[src/rtl/audio_pkg.sv]
// Shared definitions for the audio frame sequencer: sequencer states,
// default frame timing and a small width helper.
package audio_pkg;

    typedef enum logic [1:0] {
        SEQ_IDLE  = 2'd0,
        SEQ_RUN   = 2'd1,
        SEQ_DRAIN = 2'd2
    } seq_state_t;

    localparam int DEF_CLK_PER_SAMPLE = 833;
    localparam int DEF_XFER_CLKS      = 512;
    localparam int DEF_ADC_DIV_LOG2   = 3;
    localparam int DEF_PI_DIV_LOG2    = 5;
    localparam int DEF_NUM_CH         = 2;
    localparam int DEF_ADDR_W         = 13;

    // A channel index always occupies at least one bit, even with one channel.
    function automatic int ch_bits(input int n);
        return (n > 1) ? $clog2(n) : 1;
    endfunction

endpackage

[src/rtl/frame_sequencer_if.sv]
// RAM-side bus of the frame sequencer: read/write slot strobes, channel and address.
interface frame_sequencer_if
    import audio_pkg::*;
#(
    parameter int NUM_CH = DEF_NUM_CH,
    parameter int ADDR_W = DEF_ADDR_W,
    localparam int CH_W  = ch_bits(NUM_CH)
);

    logic              rd_strobe;
    logic              we;
    logic [CH_W-1:0]   ch;
    logic [ADDR_W-1:0] addr;

    modport master (output rd_strobe, output we, output ch, output addr);
    modport slave  (input  rd_strobe, input  we, input  ch, input  addr);

endinterface

[src/rtl/delay_addr_gen.sv]
// Delay-line pointer keeper: owns the write pointer and the latched delay,
// and produces the registered RAM address/channel for each read or write slot.
module delay_addr_gen
    import audio_pkg::*;
#(
    parameter int NUM_CH  = DEF_NUM_CH,
    parameter int ADDR_W  = DEF_ADDR_W,
    localparam int CH_W   = ch_bits(NUM_CH),
    localparam int PTR_W  = ADDR_W - $clog2(NUM_CH)
) (
    input  logic              clk,
    input  logic              reset,
    input  logic              advance,
    input  logic              latch_delay,
    input  logic [PTR_W-1:0]  delay,
    input  logic              rd_slot,
    input  logic              wr_slot,
    input  logic [CH_W-1:0]   slot_ch,
    output logic [ADDR_W-1:0] addr,
    output logic [CH_W-1:0]   ch
);

    logic [PTR_W-1:0]  wr_ptr_q, wr_ptr_d;
    logic [PTR_W-1:0]  delay_l_q, delay_l_d;
    logic [PTR_W-1:0]  rd_ptr;
    logic [PTR_W-1:0]  slot_ptr;
    logic [ADDR_W-1:0] slot_addr;
    logic [ADDR_W-1:0] addr_q, addr_d;
    logic [CH_W-1:0]   ch_q, ch_d;

    // The channel selects the RAM bank above the pointer; a single channel uses the pointer alone.
    if (NUM_CH > 1) begin : g_multi_ch
        assign slot_addr = {slot_ch, slot_ptr};
    end else begin : g_single_ch
        assign slot_addr = slot_ptr;
    end

    // Next pointer/delay and the address of the upcoming slot; the delay port is
    // PTR_W wide, so it can never exceed DEPTH-1 and needs no further clamping.
    always_comb begin
        wr_ptr_d  = advance ? wr_ptr_q + PTR_W'(1) : wr_ptr_q;
        delay_l_d = latch_delay ? delay : delay_l_q;
        rd_ptr    = wr_ptr_d - delay_l_d;
        slot_ptr  = rd_slot ? rd_ptr : wr_ptr_d;
        addr_d    = addr_q;
        ch_d      = ch_q;
        if (rd_slot || wr_slot) begin
            addr_d = slot_addr;
            ch_d   = slot_ch;
        end
    end

    // Pointer, latched delay and held address/channel registers.
    always_ff @(posedge clk or posedge reset) begin
        if (reset) begin
            wr_ptr_q  <= '0;
            delay_l_q <= '0;
            addr_q    <= '0;
            ch_q      <= '0;
        end else begin
            wr_ptr_q  <= wr_ptr_d;
            delay_l_q <= delay_l_d;
            addr_q    <= addr_d;
            ch_q      <= ch_d;
        end
    end

    assign addr = addr_q;
    assign ch   = ch_q;

endmodule

[src/rtl/frame_sequencer.sv]
// Audio frame sequencer: frame counter, run/drain FSM, serial clocks, transfer
// window and the per-channel RAM read/write slots of a delay line.
module frame_sequencer
    import audio_pkg::*;
#(
    parameter int CLK_PER_SAMPLE = DEF_CLK_PER_SAMPLE,
    parameter int XFER_CLKS      = DEF_XFER_CLKS,
    parameter int ADC_DIV_LOG2   = DEF_ADC_DIV_LOG2,
    parameter int PI_DIV_LOG2    = DEF_PI_DIV_LOG2,
    parameter int NUM_CH         = DEF_NUM_CH,
    parameter int ADDR_W         = DEF_ADDR_W,
    localparam int CH_W          = ch_bits(NUM_CH),
    localparam int PTR_W         = ADDR_W - $clog2(NUM_CH),
    localparam int CNT_W         = $clog2(CLK_PER_SAMPLE)
) (
    input  logic             clk,
    input  logic             reset,
    input  logic             enable,
    input  logic [PTR_W-1:0] delay,
    output logic             sclk_adc,
    output logic             sclk_pi,
    output logic             xfer_en,
    output logic             frame_start,
    output logic [15:0]      frame_cnt,
    output logic             busy,
    frame_sequencer_if.master ram
);

    localparam logic [CNT_W-1:0] LAST_CNT = CNT_W'(CLK_PER_SAMPLE - 1);
    localparam logic [CNT_W-1:0] RD_BASE  = CNT_W'(XFER_CLKS);
    localparam logic [CNT_W-1:0] RD_END   = CNT_W'(XFER_CLKS + NUM_CH);
    localparam logic [CNT_W-1:0] WR_BASE  = CNT_W'(CLK_PER_SAMPLE - NUM_CH);

    // Frame timing must leave room for the read and write slots after the
    // transfer window, and the window must hold whole Pi clock periods.
    if (CLK_PER_SAMPLE <= XFER_CLKS + 2 * NUM_CH) begin : g_bad_frame_len
        $error("frame_sequencer: CLK_PER_SAMPLE must exceed XFER_CLKS + 2*NUM_CH");
    end
    if ((XFER_CLKS % (2 ** (PI_DIV_LOG2 + 1))) != 0) begin : g_bad_xfer_len
        $error("frame_sequencer: XFER_CLKS must be a multiple of 2^(PI_DIV_LOG2+1)");
    end
    if (NUM_CH < 1 || (NUM_CH & (NUM_CH - 1)) != 0) begin : g_bad_num_ch
        $error("frame_sequencer: NUM_CH must be a power of two");
    end

    seq_state_t       state_q, state_d;
    logic [CNT_W-1:0] cnt_q, cnt_d;
    logic [15:0]      frame_cnt_q, frame_cnt_d;
    logic             busy_q, busy_d;
    logic             sclk_adc_q, sclk_adc_d;
    logic             sclk_pi_q, sclk_pi_d;
    logic             xfer_en_q, xfer_en_d;
    logic             frame_start_q, frame_start_d;
    logic             rd_strobe_q, rd_strobe_d;
    logic             we_q, we_d;
    logic             active;
    logic             frame_end;
    logic             latch_delay;
    logic [CH_W-1:0]  slot_ch;
    logic [ADDR_W-1:0] gen_addr;
    logic [CH_W-1:0]  gen_ch;

    // Next state/counter plus every output decoded from that next state, so the
    // outputs leave flops and line up exactly with the state they describe.
    always_comb begin
        active      = (state_q != SEQ_IDLE);
        frame_end   = active && (cnt_q == LAST_CNT);
        latch_delay = active && (cnt_q == '0);
        state_d     = state_q;
        cnt_d       = cnt_q;
        unique case (state_q)
            SEQ_IDLE: begin
                cnt_d = '0;
                if (enable) state_d = SEQ_RUN;
            end
            SEQ_RUN: begin
                cnt_d = frame_end ? '0 : cnt_q + CNT_W'(1);
                if (!enable) state_d = SEQ_DRAIN;
            end
            SEQ_DRAIN: begin
                if (enable) begin
                    state_d = SEQ_RUN;
                    cnt_d   = frame_end ? '0 : cnt_q + CNT_W'(1);
                end else if (frame_end) begin
                    state_d = SEQ_IDLE;
                    cnt_d   = '0;
                end else begin
                    cnt_d = cnt_q + CNT_W'(1);
                end
            end
            default: begin
                state_d = SEQ_IDLE;
                cnt_d   = '0;
            end
        endcase

        busy_d        = (state_d != SEQ_IDLE);
        sclk_adc_d    = busy_d && cnt_d[ADC_DIV_LOG2];
        sclk_pi_d     = busy_d && cnt_d[PI_DIV_LOG2];
        xfer_en_d     = (state_d == SEQ_RUN) && (cnt_d < RD_BASE);
        frame_start_d = (state_d == SEQ_RUN) && (cnt_d == '0);
        rd_strobe_d   = busy_d && (cnt_d >= RD_BASE) && (cnt_d < RD_END);
        we_d          = busy_d && (cnt_d >= WR_BASE);
        slot_ch       = rd_strobe_d ? CH_W'(cnt_d - RD_BASE) : CH_W'(cnt_d - WR_BASE);
        frame_cnt_d   = frame_end ? frame_cnt_q + 16'd1 : frame_cnt_q;
    end

    // Sequencer state, frame counter and registered strobes.
    always_ff @(posedge clk or posedge reset) begin
        if (reset) begin
            state_q       <= SEQ_IDLE;
            cnt_q         <= '0;
            frame_cnt_q   <= '0;
            busy_q        <= 1'b0;
            sclk_adc_q    <= 1'b0;
            sclk_pi_q     <= 1'b0;
            xfer_en_q     <= 1'b0;
            frame_start_q <= 1'b0;
            rd_strobe_q   <= 1'b0;
            we_q          <= 1'b0;
        end else begin
            state_q       <= state_d;
            cnt_q         <= cnt_d;
            frame_cnt_q   <= frame_cnt_d;
            busy_q        <= busy_d;
            sclk_adc_q    <= sclk_adc_d;
            sclk_pi_q     <= sclk_pi_d;
            xfer_en_q     <= xfer_en_d;
            frame_start_q <= frame_start_d;
            rd_strobe_q   <= rd_strobe_d;
            we_q          <= we_d;
        end
    end

    delay_addr_gen #(
        .NUM_CH (NUM_CH),
        .ADDR_W (ADDR_W)
    ) u_addr_gen (
        .clk         (clk),
        .reset       (reset),
        .advance     (frame_end),
        .latch_delay (latch_delay),
        .delay       (delay),
        .rd_slot     (rd_strobe_d),
        .wr_slot     (we_d),
        .slot_ch     (slot_ch),
        .addr        (gen_addr),
        .ch          (gen_ch)
    );

    assign sclk_adc      = sclk_adc_q;
    assign sclk_pi       = sclk_pi_q;
    assign xfer_en       = xfer_en_q;
    assign frame_start   = frame_start_q;
    assign frame_cnt     = frame_cnt_q;
    assign busy          = busy_q;
    assign ram.rd_strobe = rd_strobe_q;
    assign ram.we        = we_q;
    assign ram.addr      = gen_addr;
    assign ram.ch        = gen_ch;

endmodule

[src/flat_wrapper.sv]
// flat-port wrapper written by rule: the top's interface ports become plain ports
module frame_sequencer_flat import audio_pkg::*;
#(
    parameter int CLK_PER_SAMPLE = DEF_CLK_PER_SAMPLE,
    parameter int XFER_CLKS      = DEF_XFER_CLKS,
    parameter int ADC_DIV_LOG2   = DEF_ADC_DIV_LOG2,
    parameter int PI_DIV_LOG2    = DEF_PI_DIV_LOG2,
    parameter int NUM_CH         = DEF_NUM_CH,
    parameter int ADDR_W         = DEF_ADDR_W,
    localparam int CH_W          = ch_bits(NUM_CH),
    localparam int PTR_W         = ADDR_W - $clog2(NUM_CH),
    localparam int CNT_W         = $clog2(CLK_PER_SAMPLE)
)
  (clk, reset, enable, delay, sclk_adc, sclk_pi, xfer_en, frame_start, frame_cnt, busy, ram_rd_strobe, ram_we, ram_ch, ram_addr);
  frame_sequencer_if #(.NUM_CH(NUM_CH), .ADDR_W(ADDR_W)) ram_i ();
  input  logic clk;
  input  logic reset;
  input  logic enable;
  input  logic [PTR_W-1:0] delay;
  output logic sclk_adc;
  output logic sclk_pi;
  output logic xfer_en;
  output logic frame_start;
  output logic [15:0] frame_cnt;
  output logic busy;
  output wire logic [$bits(ram_i.rd_strobe)-1:0] ram_rd_strobe;
  output wire logic [$bits(ram_i.we)-1:0] ram_we;
  output wire logic [$bits(ram_i.ch)-1:0] ram_ch;
  output wire logic [$bits(ram_i.addr)-1:0] ram_addr;
  assign ram_rd_strobe = ram_i.rd_strobe;
  assign ram_we = ram_i.we;
  assign ram_ch = ram_i.ch;
  assign ram_addr = ram_i.addr;
  frame_sequencer #(.CLK_PER_SAMPLE(CLK_PER_SAMPLE), .XFER_CLKS(XFER_CLKS), .ADC_DIV_LOG2(ADC_DIV_LOG2), .PI_DIV_LOG2(PI_DIV_LOG2), .NUM_CH(NUM_CH), .ADDR_W(ADDR_W)) u_core (.clk(clk), .reset(reset), .enable(enable), .delay(delay), .sclk_adc(sclk_adc), .sclk_pi(sclk_pi), .xfer_en(xfer_en), .frame_start(frame_start), .frame_cnt(frame_cnt), .busy(busy), .ram(ram_i));
endmodule
[config.mk]
export PLATFORM = sky130hd
export DESIGN_NAME = frame_sequencer_flat
export DESIGN_NICKNAME = d
export VERILOG_FILES = /design/src/rtl/audio_pkg.sv /design/src/rtl/frame_sequencer_if.sv /design/src/rtl/delay_addr_gen.sv /design/src/rtl/frame_sequencer.sv /design/src/flat_wrapper.sv
export SDC_FILE = /design/constraint.sdc
export NUM_CORES = 1
export LEC_CHECK = 0
export ABC_AREA = 1
export BUFFER_PORTS_ARGS = -buffer_cell sky130_fd_sc_hd__buf_2
export CAP_MARGIN = 15
export CORE_MARGIN = 5
export CORE_UTILIZATION = 54
export CTS_BUF_LIST = sky130_fd_sc_hd__clkbuf_2 sky130_fd_sc_hd__clkbuf_4 sky130_fd_sc_hd__clkbuf_8
export DETAILED_ROUTE_END_ITERATION = 12
export PLACE_DENSITY = 0.78
export SYNTH_ARGS = -nofsm -noshare
export SYNTH_HDL_FRONTEND = slang
export SYNTH_SLANG_ARGS = --single-unit
[constraint.sdc]
create_clock -name clk -period 2.9 [get_ports clk]
set_input_delay 0.58 -clock clk [delete_from_list [all_inputs] [get_ports clk]]
set_output_delay 0.58 -clock clk [all_outputs]
set_load 0.03 [all_outputs]
Word level (Yosys, flattened, before mapping):

Index checks and enable logic that the tools add are counted.

* $add $sub $neg: 6
* magnitude comparators: 4
* equal/unequal tests: 4
* mux-type cells: 11
* reduce and logical (&&, ||, !) cells: 16

Operators by type and width (number)
* two-way mux 12 bit: 3
* greater-or-equal comparator 10 bit, second input constant: 2
* zero test 10 bit: 2
* less-than comparator 10 bit, second input constant: 2
* two-way mux 10 bit: 2
* adder 16 x 1 -> 16 bit, second input constant: 1
* adder 12 x 1 -> 12 bit, second input constant: 1
* subtractor 12 bit: 1
* adder 10 x 1 -> 10 bit, second input constant: 1
* == test 10 bit, second input constant: 1
* logical AND 1 bit: 9
* two-way mux 2 bit: 4
* one-hot mux 2 bit (3 select lines): 1
* == test 2 x 1 -> 1 bit, second input constant: 2
* nonzero test 2 bit: 2
* == test 2 bit, second input constant: 1
* zero test 2 bit: 1
* OR reduction 2 bit: 1
* subtractor 1 bit, second input constant: 2
* logical OR 1 bit: 1
* two-way mux 1 bit: 1

* flip-flop bits (word level): 73
* bits of input ports: 15
* word-level logic and storage cells: 55

Logic depth before layout (Yosys ltp):

* word-level depth: 9
* mapped depth: 22
* depth with buffers taken out: 21

By module:

A second synthesis with hierarchy kept.

* cells, all modules: 507
* area, all modules: 4227.8 um2

Modules (own cells, without submodules)
* delay_addr_gen: instances 1, cells an instance 273, area an instance 2245.9 um2, seq. area each 925.9 um2
* frame_sequencer: instances 1, cells an instance 234, area an instance 1981.9 um2, seq. area each 875.8 um2

Worst setup path before layout:

No wires, ideal clock.

* path kind: register to register
* start: register u_core.cnt_q[0]
* end: register u_core.u_addr_gen.addr_q[7] (netlist: u_core.u_addr_gen.addr[7])
* setup time: 0.113 ns
* arrival: 2.842 ns
* setup slack: -0.054 ns
* stages on the path, launching flop included: 21
* clock period less this slack: 2.954 ns
* cell sequence: dfrtp_1 inv_1 ha_1 nand3_1 nor2_1 nand3_1 nor2_1 nand2_1 nand2_1 inv_1 ha_1 nand2_1 o21ai_0 nand3_1 nand3_1 o21ai_0 or2_1 nand3_1 nand3_1 nand2_1 inv_1

RTL lines
* from (decl): RTL line frame_sequencer.sv:47 `logic [CNT_W-1:0] cnt_q, cnt_d;`
* from (signal assigned): RTL line frame_sequencer.sv:123 `cnt_q <= cnt_d;`
* zero test 10 bit: RTL line frame_sequencer.sv:68 `latch_delay = active && (cnt_q == '0);`
* logical AND 1 bit: RTL line frame_sequencer.sv:68
* two-way mux 12 bit: RTL line delay_addr_gen.sv:42 `delay_l_d = latch_delay ? delay : delay_l_q;`
* via u_core.u_addr_gen.delay_l_d[1]: RTL line delay_addr_gen.sv:24 `logic [PTR_W-1:0] delay_l_q, delay_l_d;`
* subtractor 12 bit: RTL line delay_addr_gen.sv:43 `rd_ptr = wr_ptr_d - delay_l_d;`
* two-way mux 12 bit: RTL line delay_addr_gen.sv:44 `slot_ptr = rd_slot ? rd_ptr : wr_ptr_d;`
* to (signal assigned): RTL line delay_addr_gen.sv:63 `addr_q <= addr_d;`
* to (decl): RTL line delay_addr_gen.sv:28 `logic [ADDR_W-1:0] addr_q, addr_d;`

The timed path passes the listed nets, and every way through them passes these cells.
A chain may end at the register's enable or synchronous reset.

Worst setup path after layout:

* start: register u_core.cnt_q[1]
* end: register u_core.u_addr_gen.addr_q[10] (netlist: u_core.u_addr_gen.addr[10])

RTL lines
* == test 10 bit: RTL line frame_sequencer.sv:67 `frame_end = active && (cnt_q == LAST_CNT);`
* logical AND 1 bit: RTL line frame_sequencer.sv:67
* two-way mux 12 bit: RTL line delay_addr_gen.sv:41 `wr_ptr_d = advance ? wr_ptr_q + PTR_W'(1) : wr_ptr_q;`
* via u_core.u_addr_gen.wr_ptr_d[0]: RTL line delay_addr_gen.sv:23 `logic [PTR_W-1:0] wr_ptr_q, wr_ptr_d;`
* subtractor 12 bit: RTL line delay_addr_gen.sv:43
* two-way mux 12 bit: RTL line delay_addr_gen.sv:44

The timed path passes the listed nets, and every way through them passes these cells.

==> summary.txt <==
Status
  – Status: complete, but fails checks
  – Failing checks: negative setup slack

Clock tree
  – Num CTS Buffers: 9
  – CTS max path bufs: 2
  – Hold_buf cts: 0
  – Root buf cell: clkbuf_8
  – CTS HTree Levels: 3
  – Worst-skew pair later-pin latency: 0.35 ns
  – Clock-pin transition on the worst setup and hold timing paths: 0.08 ns
  – CTS tree: done
  – TritonCTS Sinks: 72

Run
  – Max_cap viols: 0

Synth
  – Register area share after synthesis: 43.6%
  – Mapped Nets: 546
  – Number of synthesized flops with an enable pin: 0
  – Distinct cells, synth: 42
  – Synthesized instance count: 513
  – Ys Warns: 0
  – Most area-consuming cells after synthesis: dfrtp_1 44%, nand2_1 12%, inv_1 6.7%
  – Average size of a mapped cell: 8.06 um2
  – Most used flip-flop cell after synthesis: dfrtp_1
  – Yosys top cell area share: 43.6%
  – Mapped Area: 4130 um2
  – Post-synth ARST share: 100%
  – Area leader, netlist: dfrtp_1
  – Synth Register Bits: 72

STA
  – Final clock skew: 0.0128 ns
  – Setup TNS: -0.0599 ns
  – RSZ-0062 raised after global routing: yes
  – Post-route setup slack: -0.0328 ns
  – Fin crit share: 101%
  – Final worst path period need: 2.93 ns
  – Final Max Tran Viols: 0
  – Slew @ Worst Pin: 0.658 ns
  – Slew headroom: 56.1%
  – Final hold viol count: 0
  – Setup violators final: 2
  – F_max: 341 MHz

Place
  – DP HPWL: 7890 um
  – PortBufs: 51
  – Dpl ws: -0.271 ns
  – Gpl congestion: 0.943

Floorplanning
  – Initial Util: 54.3%
  – Ports: 52
  – Die height: 97.5 um
  – Die Footprint: 9500 um2
  – Die Wd: 97.5 um
  – Core box area: 7610 um2
  – Site Rows: 32

Setup path
  – Critical Path Most Common Cell: nand2_1
  – CP delay by family, top: simple AND/OR/NAND/NOR gates
  – WP buf/inv: 4
  – Critical path type: flop to flop
  – Critical Path RT: 3.13 ns
  – CP Capture Type: flop
  – Crit-path max FO: 4
  – Worst EP arrival: 3.17 ns
  – Slowest stage cell, crit path: dfrtp_1
  – Critical Path Source Type: flop
  – CP max stage delay: 0.39 ns
  – Crit-path cells: inv_2 > ha_4 > buf_4 > nand2_2 > nor2_4 > buf_6 > nand2_4 > xor2_4 > inv_2 > ha_4 > fa_2 > nor2_2 > o21ai_1 > nand2_1 > nand3_2 > nand2_4 > nand2_2 > nand2_1 > nand2_1 > nand3_2 > a21oi_2

Cells and area
  – Fraction of layout cells with a size suffix above 1: 36.7%
  – Area growth from synthesis to layout: 36.6%
  – Final nets: 678
  – ANT cells: 0

Routing
  – Wire length per cell: 15.3 um
  – Drt total wl: 11500 um
  – DR vias/cell: 5.28
  – Iter 0 DRT Violations: 242
  – Routed Antenna Nets: 0
  – Residual DRC count: 0
  – Initial DRT Pass Iterations: 5
  – Vias: 3965

Power and ir drop
  – Pwr dens: 790 nW/um2
  – Leakage: 3.06 nW
  – VDD IR-drop max: 530 uV

Min path
  – Worst hold-check path type: input port to async pin

GRT
  – Vias in the first global route: 3834
  – Largest net degree at the start of global routing: 32
  – Initial antenna violation count: 0
  – First-pass GRT wire length: 17800 um
  – GR Util All Layers: 23.0%
  – Total gr overflow: 0
-- metal layers --
layer	GRT usage, %	up-vias	share of wire (%)
li1	-	1881	-
met1	30.5	1917	43
met2	36.2	135	49
met3	4.88	32	5.8
met4	10.6	0	2.6
met5	0	-	0
-- cells in the mapped netlist (2+ instances only) --
cell / number
o21bai_1: 2
inv_1: 74
xor2_1: 19
or2_1: 2
nand4_1: 12
nand2_4: 2
nor3_2: 2
ha_1: 17
nand2_1: 128
nor2_4: 4
buf_6: 2
nand2_2: 2
nand3_2: 3
xnor2_1: 11
nand3_1: 47
inv_2: 6
dfrtp_1: 72
o21ai_0: 5
a21oi_1: 8
o221ai_2: 3
nor2_2: 5
nor3b_1: 2
o21ai_1: 7
nand3b_1: 3
nor3_1: 5
o22ai_1: 2
nor2_1: 53
-- cell families after synthesis --
logic type | Yosys count | share of synthesized area (%)
compound gates | 34 | 5.48
xor+xnor | 30 | 6.36
fa+ha+maj | 18 | 5.63
buf+inv | 86 | 8.33
flops | 72 | 43.6
simple gates | 273 | 30.6
-- cell usage in the layout (no fill, tap or decap), drive strengths merged --
| master | netlist | final |
|---|---|---|
| inv | 81 | 80 |
| nand3 | 50 | 50 |
| xor2 | 19 | 19 |
| or2 | 3 | 3 |
| a211oi | 1 | 1 |
| nand3b | 3 | 3 |
| clkinv | 1 | 2 |
| nor3b | 2 | 2 |
| a21oi | 8 | 8 |
| o21bai | 2 | 2 |
| clkbuf | 1 | 15 |
| o211ai | 1 | 1 |
| buf | 3 | 124 |
| a21boi | 2 | 2 |
| xnor2 | 11 | 11 |
| o21ai | 13 | 13 |
| o221ai | 3 | 3 |
| nor2 | 62 | 62 |
| fa | 1 | 1 |
| nor3 | 7 | 7 |
| a21o | 1 | 1 |
| nand2 | 133 | 134 |
| o22ai | 2 | 2 |
| nand4 | 13 | 13 |
| o21a | 1 | 1 |
| ha | 17 | 17 |
| dfrtp | 72 | 72 |
-- worst paths after layout --
| check | from | endpoint | slack, ns | depth (start not counted) |
|---|---|---|---|---|
| min in group clk | delay[7] | u_core.u_addr_gen.delay_l_q[7] | 0.46 | 3 |
| worst min register to register | u_core.frame_cnt[15] | u_core.frame_cnt[15] | 0.46 | 1 |
| max in group asynchronous | reset | u_core.frame_start | 1.83 | 3 |
| worst max-delay path | u_core.cnt_q[1] | u_core.u_addr_gen.addr[10] | -0.03 | 21 |
| worst min-delay path | reset | u_core.u_addr_gen.addr[4] | 0.31 | 2 |
| worst max register to register | u_core.cnt_q[1] | u_core.u_addr_gen.addr[10] | -0.03 | 21 |
-- layout make-up --
type                    count  area (um2)
fillers                   547        1960
well taps                 102         128
clock buffers              15         181
repair buffers            124         851
multi-input cells         356        2370
inverters                  82         315
flip-flops and latches     72        1800
-- stage by stage --
step	util (%)	cells	cell area, um2	hold WS, ns	total power [mW]
after floorplan	-	513	4140	0.445	2.39
after global placement	63.7	710	4840	0.453	3.00
after detailed placement	63.7	710	4840	0.454	3.05
after CTS	68.2	733	5190	0.320	3.97
after global routing	74.2	751	5650	0.363	4.74
final	74.2	751	5650	0.306	4.46
-- state kept, by name (all words and copies together), names as in the netlist --
register,count
u_core.frame_start,1
u_core.cnt_q,10
u_core.u_addr_gen.addr,13
u_core.xfer_en,1
u_core.sclk_pi,1
u_core.frame_cnt,16
u_core.busy,1
u_core.ram.rd_strobe,1
u_core.ram.we,1
u_core.u_addr_gen.wr_ptr_q,12
u_core.state_q,2
u_core.sclk_adc,1
u_core.u_addr_gen.delay_l_q,12
-- where the power goes --
part           leakage (nW)  switching [mW]  internal (mW)
registers             0.977          0.0470           1.14
logic                  1.98            1.44           1.10
clock network        0.0975           0.355          0.392
total                  3.06            1.84           2.62
-- what timing repair did --
item / 4_1_cts / 5_1_grt
resized for setup: 29 / 66
cloned: 0 / 1
pin swaps: 10 / 36
buffers inserted: 8 / 17
endpoints found under the setup margin: 8 / 10
(Power assumes the default switching activity.)
